<file path="src/rtl/pipe_stage_skid.sv">
// rtl/pipe_stage_skid.sv - valid/ready pipeline stage with 2-entry skid buffer, flush and saturating perf counters
module pipe_stage_skid #(
  parameter int unsigned                DATA_WIDTH  = 128,
  parameter logic [DATA_WIDTH-1:0]      RESET_VALUE = '0,
  parameter int unsigned                CNT_WIDTH   = 16
) (
  input  logic                  clk,
  input  logic                  reset,
  input  logic                  flush,
  input  logic                  in_valid,
  output logic                  in_ready,
  input  logic [DATA_WIDTH-1:0] in_data,
  output logic                  out_valid,
  input  logic                  out_ready,
  output logic [DATA_WIDTH-1:0] out_data,
  output logic [1:0]            occupancy,
  output logic [CNT_WIDTH-1:0]  stall_cnt,
  output logic [CNT_WIDTH-1:0]  flush_cnt
);

  typedef enum logic [1:0] {
    S_EMPTY = 2'd0,
    S_ONE   = 2'd1,
    S_TWO   = 2'd2
  } state_t;

  localparam logic [CNT_WIDTH-1:0] CNT_MAX = '1;

  state_t                r_state;
  logic [DATA_WIDTH-1:0] r_main;
  logic [DATA_WIDTH-1:0] r_skid;
  logic [CNT_WIDTH-1:0]  r_stall_cnt;
  logic [CNT_WIDTH-1:0]  r_flush_cnt;

  state_t                w_state_nxt;
  logic [DATA_WIDTH-1:0] w_main_nxt;
  logic [DATA_WIDTH-1:0] w_skid_nxt;
  logic                  w_acc;
  logic                  w_rel;

  // Handshake outputs come straight from the state register, so out_ready never reaches in_ready.
  assign in_ready  = (r_state != S_TWO);
  assign out_valid = (r_state != S_EMPTY);
  assign out_data  = r_main;
  assign occupancy = r_state;
  assign stall_cnt = r_stall_cnt;
  assign flush_cnt = r_flush_cnt;

  assign w_acc = in_valid & in_ready;
  assign w_rel = out_valid & out_ready;

  always_comb begin
    w_state_nxt = r_state;
    w_main_nxt  = r_main;
    w_skid_nxt  = r_skid;
    case (r_state)
      S_EMPTY: begin
        if (w_acc) begin
          w_main_nxt  = in_data;
          w_state_nxt = S_ONE;
        end
      end
      S_ONE: begin
        if (w_acc && w_rel) begin
          w_main_nxt = in_data;
        end else if (w_acc) begin
          w_skid_nxt  = in_data;
          w_state_nxt = S_TWO;
        end else if (w_rel) begin
          w_state_nxt = S_EMPTY;
        end
      end
      S_TWO: begin
        if (w_rel) begin
          w_main_nxt  = r_skid;
          w_state_nxt = S_ONE;
        end
      end
      default: begin
        w_state_nxt = S_EMPTY;
      end
    endcase
    // A same-cycle accept is dropped; a same-cycle release was already sampled downstream.
    if (flush) begin
      w_state_nxt = S_EMPTY;
      w_main_nxt  = RESET_VALUE;
      w_skid_nxt  = RESET_VALUE;
    end
  end

  always_ff @(posedge clk) begin
    if (reset) begin
      r_state <= S_EMPTY;
      r_main  <= RESET_VALUE;
      r_skid  <= RESET_VALUE;
    end else begin
      r_state <= w_state_nxt;
      r_main  <= w_main_nxt;
      r_skid  <= w_skid_nxt;
    end
  end

  always_ff @(posedge clk) begin
    if (reset) begin
      r_stall_cnt <= '0;
      r_flush_cnt <= '0;
    end else begin
      if (out_valid && !out_ready && (r_stall_cnt != CNT_MAX)) begin
        r_stall_cnt <= r_stall_cnt + 1'b1;
      end
      if (flush && (r_flush_cnt != CNT_MAX)) begin
        r_flush_cnt <= r_flush_cnt + 1'b1;
      end
    end
  end

endmodule
</file>
<file path="config.mk">
export PLATFORM = sky130hd
export DESIGN_NAME = pipe_stage_skid
export DESIGN_NICKNAME = d
export VERILOG_FILES = /design/src/rtl/pipe_stage_skid.sv
export SDC_FILE = /design/constraint.sdc
export NUM_CORES = 1
export LEC_CHECK = 0
export BUFFER_PORTS_ARGS = -buffer_cell sky130_fd_sc_hd__buf_2
export CAP_MARGIN = 20
export CELL_PAD_IN_SITES_DETAIL_PLACEMENT = 2
export CELL_PAD_IN_SITES_GLOBAL_PLACEMENT = 2
export CORE_ASPECT_RATIO = 1.2
export CORE_MARGIN = 8
export CORE_UTILIZATION = 30
export CTS_CLUSTER_DIAMETER = 150
export DETAILED_ROUTE_END_ITERATION = 7
export GPL_TIMING_DRIVEN = 0
export PLACE_DENSITY_LB_ADDON = 0.1
export SETUP_SLACK_MARGIN = 0.15
export SLEW_MARGIN = 20
export SYNTH_ARGS = -nofsm -noshare
export SYNTH_HDL_FRONTEND = slang
export SYNTH_SLANG_ARGS = --single-unit
</file>
<file path="constraint.sdc">
create_clock -name clk -period 2.27 [get_ports clk]
set_input_delay 0.454 -clock clk [delete_from_list [all_inputs] [get_ports clk]]
set_output_delay 0.454 -clock clk [all_outputs]
set_load 0.05 [all_outputs]
</file>
* Yosys cells after proc, flatten, opt, wreduce, memory -nomap -nowiden
Index checks and enable logic that the tools add are counted.
** Word-level totals
- Flip-flop bits (word level) :: 290
- Input port bits :: 133
- Output and inout bits :: 164
** Operators by class
- $add $sub $neg :: 2
- Equality and inequality tests :: 10
- Multiplexer cells :: 10
- Bitwise operators :: 3
- Reduce and logical (&&, ||, !) cells :: 12
** Operators with widths (count)
- two-way mux 128 bit :: 3
- one-hot mux 128 bit (3 select lines) :: 1
- adder 16 x 1 -> 16 bit, second input constant :: 2
- inequality test 16 bit, second input constant :: 2
- two-way mux 2 bit :: 5
- inequality test 2 bit, second input constant :: 5
- AND reduction 4 bit :: 2
- one-hot mux 2 bit (3 select lines) :: 1
- logical AND 1 bit :: 4
- inequality test 3 bit, second input constant :: 1
- AND reduction 3 bit :: 1
- nonzero test 3 bit :: 1
- bitwise AND 1 bit :: 2
- equality test 2 x 1 -> 1 bit, second input constant :: 1
- equality test 2 bit, second input constant :: 1
- zero test 2 bit :: 1
- nonzero test 2 bit :: 1
- OR reduction 2 bit :: 1
- zero test 1 bit :: 1
- inverter 1 bit :: 1

* Longest topological paths before layout
- Depth in word-level cells :: 6
- Depth in mapped cells :: 7
- Mapped depth without buffers :: 5

* Worst setup path after synthesis
No wires, ideal clock.
- Kind :: reg2reg
- Start :: register r_flush_cnt[0] (netlist: flush_cnt[0])
- End :: register r_flush_cnt[10] (netlist: flush_cnt[10])
- Library setup time :: 0.121 ns
- Arrival :: 2.019 ns
- Slack :: 0.131 ns
- Cell stages (with the launch flop) :: 6
- Buffers on the path :: 0
- Path through :: dfxtp_1 -> ha_1 -> and4_1 -> nand2_1 -> nor4b_1 -> mux2_2
** On the way
- Longest elaborated chain between the ends :: 2
- Elaborated cells between the ends (all ways) :: 3
- Those cells by class :: 1 x add/sub; 1 x eq/ne; 1 x reduce/logical
** Ends and longest elaborated chain
- from (decl) :: line 33 : logic [CNT_WIDTH-1:0] r_flush_cnt;
- from (signal assigned) :: line 112 : r_flush_cnt <= r_flush_cnt + 1'b1;
- parallel branches: the longest is 2 deep, another holds adder 16 x 1 -> 16 bit
Several ways; the timed one is not identified.
A chain may end at the register's enable or synchronous reset.

* Worst setup path in the final report
- Start :: register r_state[0] (netlist: occupancy[0])
- End :: output in_ready
** On the way
- Longest elaborated chain between the ends :: 1
** Ends and longest elaborated chain
- from (decl) :: line 29 : state_t r_state;
- from (signal assigned) :: line 97 : r_state <= w_state_nxt;
- inequality test 2 bit :: line 42 : assign in_ready = (r_state != S_TWO);
- to (decl) :: line 11 : output logic in_ready,
Every way passes these cells.

==> impl_metrics.toml <==
[die]
die_y_um = 232
die_area_mm2 = 0.0457
io_pins = 297
num_rows = 79
core_area_mm2 = 0.0386
start_util_pct = 30.3
die_x_um = 196

[sta]
hold_violations = 0
slew_headroom_pct = 45.4
max_clock_freq_mhz = 489
min_period_ps = 2040
rsz0062_at_grt = "no"
timing.final.crit_share_pct = 90.0
clock_skew_ps = 10.5
slew_violations = 0
tightest_slew_ps = 812
setup_tns_ps = 0
setup_ws_ps = 226
setup_viol = 0

[route]
post_drt_wl_per_cell_um = 19.9
drcViolationCount = 0
ant_nets = 0
viasPerCell = 4.94
vias = 10975
drtIter0Drc = 146
drt-pass1-iter-count = 4
routed_wl_um = 44100

[power]
pwr_density_cell_mw_per_mm2 = 825
p_leak_nw = 6.88
pwr-share-seq_pct = 42.4
switchingPower_mw = 3.26
power_frac_comb_pct = 10.7
p_total_mw = 12.5
clockPowerShare_pct = 46.8
p_int_mw = 9.22
swShare_pct = 26.1
peakVddDrop_v = 0.000397

[min_path]
hp-class = "in2reg"

[clock_tree]
cts_buffers = 35
numClockSinks = 290
h-tree-depth = 2
ctsRootBufferMaster = "clkbuf_16"
cts_tree = "done"
cts.reportedPaths.clkPinSlew_ps = 60
ctsHoldBuffers = 0
insertion_delay_ps = 520
clockBufferDepth = 3

[yosys]
postSynthCellCount = 1333
synth_top_area_cell = "dfxtp_1"
synth-edff-count = 0
ys_seq_area_share_pct = 49.6
yosysTopAreaCellShare_pct = 49.6
yosys_warnings = 0
async_flop_share_pct = 0
synth.distinct_cells = 45
syn_nets = 1468
ys_ff_latch = 290
syn_avg_cell_area_um2 = 8.79
syn_area_mm2 = 0.0117
synth_most_common_cell = "dfxtp_1"
ys_top_cells_by_count = "dfxtp_1, nand2_1, a21oi_1"
synth_area_leaders = "dfxtp_1, mux2i_1, nand2_1, a211oi_1, a21oi_1"
synth_flop_cell = "dfxtp_1"

[grt]
grt_pass1_wl_um = 69000
grt_max_degree = 14
track_usage_pct = 19.0
overflow = 0
grt_pass1_vias = 12077
antenna_found_initial = 16

[placement]
gp_congestion = 0.754
place_ws_ps = -549
dp_hpwl_um = 32800
numPortBuffers = 296
placed_area_mm2 = 0.0139

[outcome]
outcome = "complete, no violations"

[cells_and_area]
area_delta_synth_final_pct = 29.2
final_area_mm2 = 0.0151
drive_above_1_share_pct = 25.1
n_fill_cell = 4438
fin_nets = 1803

[job]
drv_cap = 0

[setup_path]
worstSetupPathType = "reg2out"
critPathLaunchType = "flip-flop"
end_kind = "primary output"
cpPeakStageDelay_ps = 370
crit_slowest_cell = "dfxtp_4"
crit_path_frequent_cell = "buf_12"
cp_data_required_time_ps = 1820
cp_cell_sequence = "nand2b_1 > buf_2 > buf_12 > buf_12 > buf_8"
worstPathMaxFanout = 10
cp.arrival_ps = 1590
## worst max-delay path, delay by kind of cell (launching register included)
| family | cells | cell delay, ps |
|---|---|---|
| buffers and inverters | 4 | 570 |
| and+or+nand+nor | 1 | 140 |
| DFF | 1 | 370 |
## area by class of cell
cell class / instances / area [um2] / area share [%]
Sequential cell: 290 / 5810 / 38.4
Multi-Input combinational cell: 933 / 5430 / 35.9
Timing Repair Buffer: 298 / 1510 / 9.96
Clock buffer: 50 / 1040 / 6.91
Tap cell: 526 / 658 / 4.35
Buffer: 106 / 495 / 3.28
Clock inverter: 9 / 149 / 0.984
Inverter: 4 / 15.0 / 0.0992
Antenna cell: 6 / 15.0 / 0.0992
## power by group through the flow
stage	clock (mW)	sequential, mW	combinational (mW)
6_report	5.85	5.29	1.34
3_5_place_dp	0	5.41	1.36
2_1_floorplan	0	5.79	0.457
4_1_cts	6.02	5.29	1.37
3_3_place_gp	0	5.40	1.34
5_1_grt	6.22	5.31	1.46
## final timing paths
path | start | to | slack (ps) | depth (start not counted)
worst max-delay path | occupancy[0] | in_ready | 230 | 5
worst min-delay path | in_data[113] | r_skid[113] | 180 | 3
worst min register to register | r_skid[111] | r_skid[111] | 450 | 2
worst max register to register | flush_cnt[0] | flush_cnt[10] | 290 | 5
## routing by layer
metal  GRT usage, %  vias up  part of all wire [%]
met1           21.0     5382                    40
met4           4.91       20                   1.6
li1               -     5314                     -
met3           5.94       63                   6.6
met2           34.7      196                    52
met5              0        -                  0.27
## kinds of logic after synthesis
logic type | count (synthesis) | share of synthesized area, %
multiplexers | 137 | 11.8
buffers and inverters | 110 | 4.07
AND/OR/NAND/NOR | 491 | 18.0
XOR/XNOR | 3 | 0.224
AO/OA/AOI/OAI | 300 | 16.2
adder cells (fa/ha/maj) | 2 | 0.214
flip-flops | 290 | 49.6
## placed cells by master, fill, tap and decap left out, drive strengths merged, types with 2 or more instances in the layout
master	synthesis	layout
a211oi	130	130
a21oi	146	146
and2	2	2
and3	3	3
and4	4	4
buf	52	350
bufinv	0	4
clkbuf	54	104
clkinv	0	5
dfxtp	290	290
diode	0	6
ha	2	2
inv	4	4
mux2	5	5
mux2i	132	132
nand2	271	271
nand2b	2	2
nand3	12	12
nand4	9	9
nor2	145	145
nor2b	6	6
nor3	7	7
nor4	7	7
o21ai	10	10
o31ai	8	8
o41ai	2	2
or2	3	3
or3	11	11
or4	6	6
xor2	2	2
## per-stage QoR
step                util, %  hold slack [ps]  cells
finish                 39.1              181   2222
global placement       35.9              440   2155
detailed placement     35.9              450   2155
floorplan                 -              436   1333
CTS                    39.0              164   2214
global route           39.1              177   2219
## flip-flops by register name (all words and copies together), names as in the netlist
name / count
occupancy: 2
r_skid: 128
flush_cnt: 16
out_data: 128
stall_cnt: 16
## timing repair
item / CTS / global route
setup endpoints to repair: 201 / 19
gates resized for setup: 9 / 12
pin swaps: 0 / 1
buffers inserted: 0 / 2
Power figures use the tool's default switching activity.
